**config.mk**
```make
export PLATFORM = sky130hd
export DESIGN_NAME = wrr_slice_arbiter
export DESIGN_NICKNAME = d
export VERILOG_FILES = /design/src/rtl/wrr_slice_arbiter.sv
export SDC_FILE = /design/constraint.sdc
export NUM_CORES = 1
export LEC_CHECK = 0
export ABC_AREA = 1
export CELL_PAD_IN_SITES_DETAIL_PLACEMENT = 1
export CELL_PAD_IN_SITES_GLOBAL_PLACEMENT = 2
export CORE_UTILIZATION = 32
export CTS_CLUSTER_DIAMETER = 40
export DETAILED_ROUTE_END_ITERATION = 12
export PLACE_DENSITY_LB_ADDON = 0.1
export RECOVER_POWER = 100
export SYNTH_ARGS = -nofsm -noshare
export SYNTH_HDL_FRONTEND = slang
export SYNTH_SLANG_ARGS = --single-unit
```
**constraint.sdc**
```tcl
create_clock -name clk -period 2.7 [get_ports clk]
set_clock_uncertainty 0.2 [all_clocks]
set_input_delay 0.54 -clock clk [delete_from_list [all_inputs] [get_ports clk]]
set_output_delay 0.54 -clock clk [all_outputs]
set_load 0.01 [all_outputs]
```
**src/rtl/wrr_slice_arbiter.sv**
```systemverilog
// Four-requester round-robin arbiter with per-requester programmable quanta and registered one-hot grant.
// Define WRR_SLICE_ARB_STARVE_MON_EN to build the per-requester starvation monitor.
module wrr_slice_arbiter #(
    parameter int QW         = 4,
    parameter int STARVE_LIM = 32
) (
    input  logic          clk,
    input  logic          rst_n,
    input  logic [3:0]    req,
    input  logic          cfg_we,
    input  logic [1:0]    cfg_sel,
    input  logic [QW-1:0] cfg_quantum,
    output logic [3:0]    gnt,
    output logic [1:0]    gnt_id,
    output logic          gnt_valid,
    output logic          slice_end,
    output logic [3:0]    starve
);

    typedef enum logic {IDLE, GRANT} state_t;

    state_t        state;
    logic [QW-1:0] quanta [4];
    logic [QW-1:0] cnt;
    logic [QW-1:0] q_act;
    logic [1:0]    last;
    logic [1:0]    pick;
    logic          expiry;

    function automatic logic [1:0] next_after(input logic [3:0] r, input logic [1:0] from);
        logic [1:0] sel;
        logic [1:0] idx;
        logic       found;
        sel   = from;
        found = 1'b0;
        for (int i = 1; i <= 4; i++) begin
            idx = from + 2'(i);
            if (!found && r[idx]) begin
                sel   = idx;
                found = 1'b1;
            end
        end
        return sel;
    endfunction

    // last always tracks the holder while granting, so one scan serves both states
    assign pick   = next_after(req, last);
    assign expiry = (cnt == (q_act - 1'b1));

    // Decoded from registered slice state only, so it carries no path from req
    assign slice_end = (state == GRANT) && expiry;

    always_ff @(posedge clk or negedge rst_n) begin
        if (!rst_n) begin
            state     <= IDLE;
            gnt       <= 4'b0000;
            gnt_id    <= 2'd0;
            gnt_valid <= 1'b0;
            cnt       <= '0;
            q_act     <= QW'(4);
            last      <= 2'd3;
            for (int i = 0; i < 4; i++) begin
                quanta[i] <= QW'(4);
            end
        end else begin
            if (cfg_we) begin
                quanta[cfg_sel] <= (cfg_quantum == '0) ? QW'(1) : cfg_quantum;
            end
            case (state)
                IDLE: begin
                    if (|req) begin
                        state     <= GRANT;
                        gnt       <= 4'b0001 << pick;
                        gnt_id    <= pick;
                        gnt_valid <= 1'b1;
                        last      <= pick;
                        cnt       <= '0;
                        q_act     <= quanta[pick];
                    end
                end
                GRANT: begin
                    // A lone holder at expiry re-picks itself and simply relatches its quantum
                    if (!req[gnt_id] || expiry) begin
                        if (|req) begin
                            gnt       <= 4'b0001 << pick;
                            gnt_id    <= pick;
                            gnt_valid <= 1'b1;
                            last      <= pick;
                            cnt       <= '0;
                            q_act     <= quanta[pick];
                        end else begin
                            state     <= IDLE;
                            gnt       <= 4'b0000;
                            gnt_valid <= 1'b0;
                            cnt       <= '0;
                        end
                    end else begin
                        cnt <= cnt + 1'b1;
                    end
                end
                default: state <= IDLE;
            endcase
        end
    end

`ifdef WRR_SLICE_ARB_STARVE_MON_EN
    logic [7:0] wait_cnt [4];
    logic [7:0] wait_nxt [4];

    always_comb begin
        for (int i = 0; i < 4; i++) begin
            wait_nxt[i] = 8'd0;
            if (req[i] && !gnt[i]) begin
                wait_nxt[i] = (wait_cnt[i] == 8'hFF) ? 8'hFF : wait_cnt[i] + 8'd1;
            end
        end
    end

    // starve follows the counter value being stored on the same edge
    always_ff @(posedge clk or negedge rst_n) begin
        if (!rst_n) begin
            starve <= 4'b0000;
            for (int i = 0; i < 4; i++) begin
                wait_cnt[i] <= 8'd0;
            end
        end else begin
            for (int i = 0; i < 4; i++) begin
                wait_cnt[i] <= wait_nxt[i];
                starve[i]   <= (wait_nxt[i] >= 8'(STARVE_LIM));
            end
        end
    end
`else
    assign starve = 4'b0000;
`endif

endmodule

```
==> impl_metrics.env, run 1 <==
export IMPL_num_nets_final=287
export IMPL_max_cap_viol_count=0
export IMPL_p_total_w=0.002839
export IMPL_cts_tree="yes"
export IMPL_crit_arrival_ps=2470
export IMPL_final_cells=345
export IMPL_cp_max_fo=11
export IMPL_die_y_um=79.65
export IMPL_die_w_um=79.65
export IMPL_rsz0062_at_grt="no"
export IMPL_yosysSeqAreaShare_pct=44.55
export IMPL_fp_coreArea_sq_um=5642
export IMPL_hpwl_um=3619
export IMPL_hold_viol=0
export IMPL_regToRegSetupSlack_ps=360
export IMPL_crit_chain="dlygate4sd3_1 > nand2_2 > nand2_2 > nand2_1 > nand2_2 > nand3_1 > nand2_4 > nand2_2 > nand2_1 > nand2_1 > nand2_1 > nand2_1 > nand2_1 > nand2_1"
export IMPL_path_class="in2reg"
export IMPL_clk_latency_ps=280
export IMPL_hold_class="reg2reg"
export IMPL_timing_final_crit_share_pct=92.40
export IMPL_rows=27
export IMPL_drcViolationCount=0
export IMPL_grt_max_degree=35
export IMPL_hold_buffers=0
export IMPL_routed_wl_um=4664
export IMPL_fill_cells=709
export IMPL_grt_pass1_wl_um=8238
export IMPL_numClockSinks=34
export IMPL_required_ps=2670
export IMPL_relSlewSlack_pct=41.78
export IMPL_fin_setup_tns_ps=0
export IMPL_crit_top_cell="nand2_1"
export IMPL_synthDistinctLibCells=31
export IMPL_overflow=0
export IMPL_syn_cell_area_sq_um=1929
export IMPL_antenna_left=0
export IMPL_grt_met2_usage_pct=28.80
export IMPL_place_congestion=0.7778
export IMPL_port_buffers=20
export IMPL_setup_viol=0
export IMPL_status="finished, final reports clean"
export IMPL_crit_family="simple AND/OR/NAND/NOR gates"
export IMPL_drive_above_1_share_pct=16.48
export IMPL_first_global_vias=1699
export IMPL_synth_edf_count=0
export IMPL_numCtsBuffers=5
export IMPL_start_util_pct=34.20
export IMPL_grt_use_met3_pct=3.543
export IMPL_route_vias_total=1613
export IMPL_area_growth_pct=18.61
export IMPL_wl_per_cell_um=13.52
export IMPL_place_inst=336
export IMPL_drt_pass1_iterations=4
export IMPL_worst_pin_slew_ps=873.3
export IMPL_drt_vias_per_instance=4.675
export IMPL_synthArstFlopShare_pct=100.0
export IMPL_fin_util_pct=40.56
export IMPL_fmax_mhz=400.9
export IMPL_grt_util_all_layers_pct=16.94
export IMPL_die_area_sq_um=6344
export IMPL_crit_buf_inv=1
export IMPL_drt_iter0_drc=76
export IMPL_io_pins=25
export IMPL_cts_reportedPaths_clkPinSlew_ps=70
export IMPL_avgSynthCellArea_sq_um=7.940
export IMPL_leakagePower_nw=1.148
export IMPL_antenna_found_initial=0
export IMPL_cts_max_path_buffers=2
export IMPL_htreeDepth=2
export IMPL_ys_ff_latch=34
export IMPL_busiest_layer="met2"
export IMPL_synth_cells=243
export IMPL_critPathCaptureType="flop"
export IMPL_slew_violations=0
export IMPL_slowest_stage="dlygate4sd3_1"
export IMPL_clockRootBuffer="clkbuf_8"
export IMPL_diodes=0
export IMPL_fin_crit_ps=2495
export IMPL_peakVddDrop_mv=0.4158
export IMPL_synth_warnings=0
export IMPL_final_area_sq_um=2288
export IMPL_ys_flop_type="dfrtp_1"
export IMPL_startpoint_type="input port"
export IMPL_p_per_area_nw_per_um2=1240
export IMPL_dpl_cell_area_sq_um=2202
export IMPL_slowest_delay_ps=640
export IMPL_grt_util_met1_pct=21.46
[cells by family after synthesis]
| logic type | count (synthesis) | share of synthesized area [%] |
|---|---|---|
| and+or+nand+nor | 133 | 32.49 |
| adders and majority gates | 2 | 1.297 |
| other | 1 | 0.1944 |
| AOI/OAI and AO/OA | 35 | 9.663 |
| DFF | 34 | 44.55 |
| buffers and inverters | 30 | 8.171 |
| xor gates and xnor gates | 8 | 3.632 |
[power breakdown]
group | total [W] | switching [W] | internal, W
combinational | 0.00162 | 0.00103 | 0.000596
sequential | 0.000832 | 0.000141 | 0.000690
clock | 0.000384 | 0.000179 | 0.000206
total | 0.00284 | 0.00135 | 0.00149
[final timing paths]
kind,start,end,depth (start not counted)
max,req[1],q_act[3]$_DFFE_PN0P_,14
min,quanta[11]$_DFFE_PN0P_,quanta[11]$_DFFE_PN0P_,2
max reg2reg,last[0]$_DFFE_PN1P_,q_act[3]$_DFFE_PN0P_,13
min reg2reg,quanta[11]$_DFFE_PN0P_,quanta[11]$_DFFE_PN0P_,2
max in group asynchronous,rst_n,quanta[3]$_DFFE_PN0P_,2
min in group asynchronous,rst_n,state$_DFF_PN0_,2
[stage by stage]
stage               worst slack [ps]  hold WS [ps]
finish                         205.3         292.5
global route                   49.06         333.6
CTS                            211.2         295.6
detailed placement            -8.469         279.4
global placement               55.42         271.6
floorplan                      740.1         44.41
[worst min-delay path, cell delays in order (launching register included)]
cell,delay [ps]
dfrtp_1,350
nand2_1,50
o21ai_0,60
[Yosys cell counts, types with 4 or more instances]
| cell | number | area share [%] |
|---|---|---|
| nand2_1 | 79 | 15 |
| buf_4 | 4 | 1.6 |
| o21ai_0 | 23 | 6.0 |
| o21ai_1 | 4 | 1.0 |
| inv_2 | 4 | 0.78 |
| nor2_1 | 5 | 0.97 |
| dfrtp_1 | 27 | 35 |
| nand2_2 | 17 | 5.5 |
| dfstp_2 | 7 | 9.5 |
| inv_1 | 18 | 3.5 |
| xnor2_1 | 5 | 2.3 |
| nand3_1 | 22 | 5.7 |
[layer usage]
metal  part of all wire, %  wire length, um
met1                    48             2259
met2                    47             2196
met3                   3.2              151
met4                   1.2               55
met5                     0                0
[flip-flops by register name (all words and copies together) (netlist names)]
register and cells:
quanta 16, cnt 4, last 2, state 1
gnt 4, gnt_valid 1, gnt_id 2, q_act 4
[what timing repair did]
item                                    in CTS  in global routing
endpoints found under the setup margin       1                  0
gates resized for setup                      1                  0
setup buffers                                1                  0
[layout make-up]
cell class | count | area, sq um | share of cell area (%)
flip-flops and latches | 34 | 859.6 | 37.56
well taps | 72 | 90.09 | 3.937
repair buffers | 26 | 237.7 | 10.39
clock inverters | 1 | 5.005 | 0.2187
multi-input cells | 182 | 918.4 | 40.13
inverters | 23 | 91.34 | 3.991
clock buffers | 7 | 86.33 | 3.773
[layout by cell type, fill, tap and decap left out, types with 3 or more instances in the layout]
| master | netlist | layout |
|---|---|---|
| a21oi_1 | 3 | 3 |
| buf_4 | 4 | 4 |
| clkbuf_8 | 1 | 6 |
| clkdlybuf4s50_1 | 0 | 8 |
| conb_1 | 1 | 4 |
| dfrtp_1 | 27 | 27 |
| dfstp_2 | 7 | 7 |
| dlygate4sd3_1 | 0 | 11 |
| inv_1 | 18 | 18 |
| inv_2 | 4 | 3 |
| nand2_1 | 79 | 79 |
| nand2_2 | 17 | 17 |
| nand2_4 | 3 | 3 |
| nand3_1 | 22 | 23 |
| nor2_1 | 5 | 5 |
| o21ai_0 | 23 | 23 |
| o21ai_1 | 4 | 4 |
| xnor2_1 | 5 | 5 |
| xor2_1 | 3 | 3 |
(Power assumes the default switching activity.)
==> inputs of run 2 (changes only) <==
Settings changed: MAX_ROUTING_LAYER set to met4.
==> impl_metrics.env, run 2 (synthesized netlist as in run 1, its figures left out) <==
export IMPL_p_per_area_nw_per_um2=1240
export IMPL_hold_end="quanta[11]$_DFFE_PN0P_"
export IMPL_die_area_sq_um=6344
export IMPL_io_pins=25
export IMPL_largest_register="quanta"
export IMPL_crit_buf_inv=1
export IMPL_timing_final_crit_share_pct=92.39
export IMPL_start_util_pct=34.20
export IMPL_die_y_um=79.65
export IMPL_place_inst=336
export IMPL_clkPwrFrac_pct=13.5
export IMPL_setup_viol=0
export IMPL_most_common_layout_cells="nand2_1 (79), dfrtp_1 (27), nand3_1 (23), o21ai_0 (23), inv_1 (18)"
export IMPL_first_global_vias=1700
export IMPL_swShare_pct=47.43
export IMPL_worst_pin_slew_ps=873.2
export IMPL_rsz0062_at_grt="no"
export IMPL_grt_util_all_layers_pct=17.41
export IMPL_die_w_um=79.65
export IMPL_overflow=0
export IMPL_wl_per_cell_um=13.52
export IMPL_fill_cells=709
export IMPL_hold_class="reg2reg"
export IMPL_slew_violations=0
export IMPL_fin_ws_ps=205.4
export IMPL_num_nets_final=287
export IMPL_htreeDepth=2
export IMPL_drt_vias_per_instance=4.675
export IMPL_worstReg2RegEnd="q_act[3]$_DFFE_PN0P_"
export IMPL_hold_buffers=0
export IMPL_route_vias_total=1613
export IMPL_rows=27
export IMPL_min_delay_start="quanta[11]$_DFFE_PN0P_"
export IMPL_numClockSinks=34
export IMPL_final_seq_area_sq_um=859.6
export IMPL_fin_crit_ps=2495
export IMPL_leakagePower_nw=1.148
export IMPL_required_ps=2670
export IMPL_final_common_cell="nand2_1"
export IMPL_crit_chain="dlygate4sd3_1 > nand2_2 > nand2_2 > nand2_1 > nand2_2 > nand3_1 > nand2_4 > nand2_2 > nand2_1 > nand2_1 > nand2_1 > nand2_1 > nand2_1 > nand2_1"
export IMPL_crit_top_cell="nand2_1"
export IMPL_cts_reportedPaths_clkPinSlew_ps=70
export IMPL_antenna_found_initial=0
export IMPL_hold_viol=0
export IMPL_max_cap_viol_count=0
export IMPL_dp_slack_ps=-8.469
export IMPL_regToRegSetupSlack_ps=360
export IMPL_power_frac_seq_pct=29.3
export IMPL_routed_wl_um=4664
export IMPL_crit_arrival_ps=2470
export IMPL_combPwrFrac_pct=57.2
export IMPL_path_class="in2reg"
export IMPL_diodes=0
export IMPL_cts_max_path_buffers=2
export IMPL_hold_depth=2
export IMPL_startpoint_type="input port"
export IMPL_relSlewSlack_pct=41.79
export IMPL_hpwl_um=3619
export IMPL_grt_pass1_wl_um=8231
export IMPL_clk_latency_ps=280
export IMPL_numCtsBuffers=5
export IMPL_drcViolationCount=0
export IMPL_clockRootBuffer="clkbuf_8"
export IMPL_drive_above_1_share_pct=16.48
export IMPL_slowest_stage="dlygate4sd3_1"
export IMPL_area_growth_pct=18.61
export IMPL_final_cells=345
export IMPL_peakVddDrop_mv=0.4158
export IMPL_cts_tree="yes"
export IMPL_antenna_left=0
export IMPL_fmax_mhz=400.9
export IMPL_multi_input_area_sq_um=918.4
export IMPL_drt_iter0_drc=80
export IMPL_largest_reg_flops=16
export IMPL_fp_coreArea_sq_um=5642
export IMPL_r2r_cells=13
export IMPL_status="finished, final reports clean"
export IMPL_crit_family="simple AND/OR/NAND/NOR gates"
export IMPL_slowest_delay_ps=640
export IMPL_r2r_start="last[0]$_DFFE_PN1P_"
export IMPL_port_buffers=20
export IMPL_place_congestion=0.7885
export IMPL_grt_max_degree=35
export IMPL_cp_max_fo=11
export IMPL_p_sw_w=0.001346
export IMPL_critPathCaptureType="flop"
export IMPL_drt_pass1_iterations=4
export IMPL_intPower_w=0.001492
-- run 2: cell counts in the layout (fill, tap and decap cells not counted) --
Identical to the previous run, type by type.
-- run 2: worst max-delay path by stage --
stage	startpoint	depth (start not counted)	to
final	req[1]	14	q_act[3]$_DFFE_PN0P_
after floorplan	last[0]$_DFFE_PN1P_	17	q_act[0]$_DFFE_PN0P_
after CTS	q_act[0]$_DFFE_PN0P_	8	slice_end
after global placement	req[0]	14	q_act[3]$_DFFE_PN0P_
after global routing	req[3]	15	q_act[3]$_DFFE_PN0P_
after detailed placement	req[0]	14	q_act[3]$_DFFE_PN0P_
-- run 2: what timing repair did --
item                                   CTS  global route
setup endpoints to repair                1             0
setup buffers                            1             0
gates resized for setup                  1             0
endpoints found under the hold margin    0             0
-- run 2: final cells by class --
type | count | share of cell area, %
clock buffers | 7 | 3.773
clock inverters | 1 | 0.2187
inverters | 23 | 3.991
multi-input cells | 182 | 40.13
flip-flops and latches | 34 | 37.56
well taps | 72 | 3.937
repair buffers | 26 | 10.39
-- run 2: per-layer routing --
metal | track usage, % | vias to the layer above | wire (um)
met5 | - | - | 0
met4 | 4.909 | 0 | 53
met3 | 3.543 | 7 | 153
met2 | 28.80 | 29 | 2197
met1 | 21.46 | 749 | 2259
li1 | - | 828 | -
-- run 2: power groups by stage --
stage / Combinational, W / Clock, W / Sequential (W)
2_1_floorplan: 0.00129 / 0 / 0.000805
3_3_place_gp: 0.00163 / 0 / 0.000845
3_5_place_dp: 0.00168 / 0 / 0.000848
4_1_cts: 0.00169 / 0.000400 / 0.000834
5_1_grt: 0.00189 / 0.000425 / 0.000856
6_report: 0.00162 / 0.000384 / 0.000832
-- run 2: through the flow --
stage	util [%]	total power [W]	instance area, sq um	TNS [ps]	hold slack, ps
CTS	40.76	0.002927	2300	0	295.6
global placement	39.03	0.002478	2202	0	271.6
detailed placement	39.03	0.002524	2202	-8.469	279.4
global route	40.56	0.003168	2288	0	333.6
floorplan	-	0.002091	1941	0	44.41
finish	40.56	0.002839	2288	0	292.5
-- run 2: worst reg2reg max path, delay by kind of cell, from the launching register on --
family,cells,cell delay (ps)
AND/OR/NAND/NOR,13,1330
flip-flops,1,690
==> inputs of run 3 (changes only) <==
Settings changed: ABC_AREA 1 to 0, CORE_UTILIZATION 32 to 36, HOLD_SLACK_MARGIN set to 0.03.
==> impl_metrics.env, run 3 <==
export IMPL_status="finished, final reports clean"
export IMPL_fill_cells=553
export IMPL_grt_max_degree=35
export IMPL_crit_chain="inv_1 > ha_1 > xor3_1 > nor3_2 > and3_1 > dlygate4sd2_1"
export IMPL_slew_violations=0
export IMPL_slowest_stage="dfrtp_1"
export IMPL_fmax_mhz=387.1
export IMPL_clockRootBuffer="clkbuf_8"
export IMPL_port_buffers=20
export IMPL_synth_edf_count=0
export IMPL_place_inst=250
export IMPL_ys_ff_latch=34
export IMPL_drt_pass1_iterations=4
export IMPL_critPathCaptureType="output pin"
export IMPL_syn_cell_area_sq_um=1823
export IMPL_fin_crit_ps=2583
export IMPL_yosysSeqAreaShare_pct=47.15
export IMPL_numClockSinks=34
export IMPL_final_common_cell="dfrtp_1"
export IMPL_antenna_left=0
export IMPL_startpoint_type="flop"
export IMPL_antenna_found_initial=0
export IMPL_crit_arrival_ps=1840
export IMPL_die_area_sq_um=5352
export IMPL_cts_tree="yes"
export IMPL_dp_slack_ps=66.91
export IMPL_drt_vias_per_instance=5.174
export IMPL_fin_ws_ps=117.0
export IMPL_largest_register="quanta"
export IMPL_first_global_vias=1504
export IMPL_required_ps=1960
export IMPL_drive_above_1_share_pct=23.44
export IMPL_cts_reportedPaths_clkPinSlew_ps=70
export IMPL_synthDistinctLibCells=49
export IMPL_hold_viol=0
export IMPL_dpl_cell_area_sq_um=2117
export IMPL_wl_per_cell_um=16.11
export IMPL_max_cap_viol_count=0
export IMPL_num_nets_final=206
export IMPL_grt_util_all_layers_pct=19.50
export IMPL_synth_area_leaders="dfrtp_1 (37%), dfstp_2 (10%), mux2_2 (7.4%)"
export IMPL_rows=25
export IMPL_start_util_pct=38.09
export IMPL_rsz0062_at_grt="no"
export IMPL_cp_max_fo=2
export IMPL_fp_coreArea_sq_um=4786
export IMPL_slowest_delay_ps=370
export IMPL_final_area_sq_um=2166
export IMPL_ys_flop_type="dfrtp_1"
export IMPL_drt_iter0_drc=40
export IMPL_p_per_area_nw_per_um2=1043
export IMPL_hpwl_um=3244
export IMPL_synth_most_common_cell="dfrtp_1"
export IMPL_diodes=0
export IMPL_leakagePower_nw=0.9235
export IMPL_die_y_um=73.16
export IMPL_relSlewSlack_pct=44.40
export IMPL_synthArstFlopShare_pct=100.0
export IMPL_route_vias_total=1340
export IMPL_largest_reg_flops=16
export IMPL_path_class="reg2out"
export IMPL_overflow=0
export IMPL_numCtsBuffers=5
export IMPL_synth_cells=160
export IMPL_die_w_um=73.16
export IMPL_peakVddDrop_mv=0.3147
export IMPL_fin_setup_tns_ps=0
export IMPL_grt_pass1_wl_um=7507
export IMPL_setup_viol=0
export IMPL_io_pins=25
export IMPL_final_cells=259
export IMPL_yosys_area_top_type_share_pct=37.06
export IMPL_synth_area_leader_cell="dfrtp_1"
export IMPL_crit_family="flip-flops"
export IMPL_drcViolationCount=0
export IMPL_worst_pin_slew_ps=834.1
export IMPL_synth_warnings=0
export IMPL_cts_max_path_buffers=2
export IMPL_clk_latency_ps=280
export IMPL_synth_common_cells="dfrtp_1 (27), o21ai_0 (13), mux2_2 (12), nand2_1 (12), inv_1 (10)"
export IMPL_avgSynthCellArea_sq_um=11.39
export IMPL_hold_class="reg2reg"
export IMPL_p_total_w=0.002259
export IMPL_htreeDepth=2
export IMPL_crit_buf_inv=2
export IMPL_multi_input_area_sq_um=844.6
export IMPL_most_common_layout_cells="dfrtp_1 (27), o21ai_0 (13), nand2_1 (12), mux2_2 (12), dlygate4sd3_1 (11)"
export IMPL_place_congestion=0.7650
export IMPL_timing_final_crit_share_pct=95.67
export IMPL_final_seq_area_sq_um=859.6
export IMPL_routed_wl_um=4172
export IMPL_area_growth_pct=18.81
==> run 3: cell types whose count changed in the layout (fill, tap and decap cells not counted), sizes merged, moves of 5 or more <==
cell,previous run,this run
inv,22,11
mux2,0,12
nand2,99,14
nand3,24,2
o21ai,27,15
o221a,0,5
==> run 3: through the flow <==
stage | util [%] | hold slack, ps
2_1_floorplan | - | 44.41
3_3_place_gp | 44.24 | 267.7
3_5_place_dp | 44.24 | 269.3
4_1_cts | 46.27 | 286.3
5_1_grt | 45.25 | 295.5
6_report | 45.25 | 273.8
==> run 3: kinds of logic (layout without fill, tap and decap cells) <==
family / count (synthesis) / count (layout) / synth area share [%]
adder cells (fa/ha/maj): 2 / 2 / 1.372
flip-flops: 34 / 34 / 47.15
XOR/XNOR: 5 / 5 / 3.226
AO/OA/AOI/OAI: 51 / 51 / 22.51
AND/OR/NAND/NOR: 37 / 37 / 11.87
multiplexers: 13 / 13 / 8.854
buffers and inverters: 17 / 46 / 4.804
other: 1 / 4 / 0.2057
==> run 3: report_power, final <==
group / switching, W / internal [W]
Sequential: 0.000128 / 0.000696
Clock: 0.000184 / 0.000206
Combinational: 0.000549 / 0.000497
==> run 3: layout make-up <==
cell class                      instances  share of cell area [%]
Clock buffer                            7                   3.986
Clock inverter                          1                  0.2311
Inverter                               11                   1.906
Multi-Input combinational cell        112                   38.99
Sequential cell                        34                   39.69
Tap cell                               67                   3.871
Timing Repair Buffer                   27                   11.32
==> run 3: path summary, 6_finish.rpt <==
path | end | slack, ps | cells after the start | start
worst max register to register | gnt[3]$_DFFE_PN0P_ | 370 | 8 | q_act[0]$_DFFE_PN0P_
worst min register to register | gnt_valid$_DFFE_PN0P_ | 270 | 1 | gnt_valid$_DFFE_PN0P_
worst min-delay path | gnt_valid$_DFFE_PN0P_ | 270 | 1 | gnt_valid$_DFFE_PN0P_
max in group asynchronous | quanta[0]$_DFFE_PN0P_ | 1080 | 2 | rst_n
worst max-delay path | slice_end | 120 | 6 | q_act[0]$_DFFE_PN0P_
min in group asynchronous | gnt_id[0]$_DFFE_PN0P_ | 680 | 2 | rst_n
==> run 3: per-layer routing <==
layer	vias to the layer above	global-route usage, %	share of wire, %
li1	639	-	-
met1	673	22.05	43
met2	21	33.95	53
met3	7	4.144	2.5
met4	0	6.754	1.5
met5	-	-	0
==> run 3: timing repair <==
action	4_1_cts	5_1_grt
endpoints found under the setup margin	1	0
hold buffers	0	0
gates resized for setup	1	0
buffers inserted	1	0
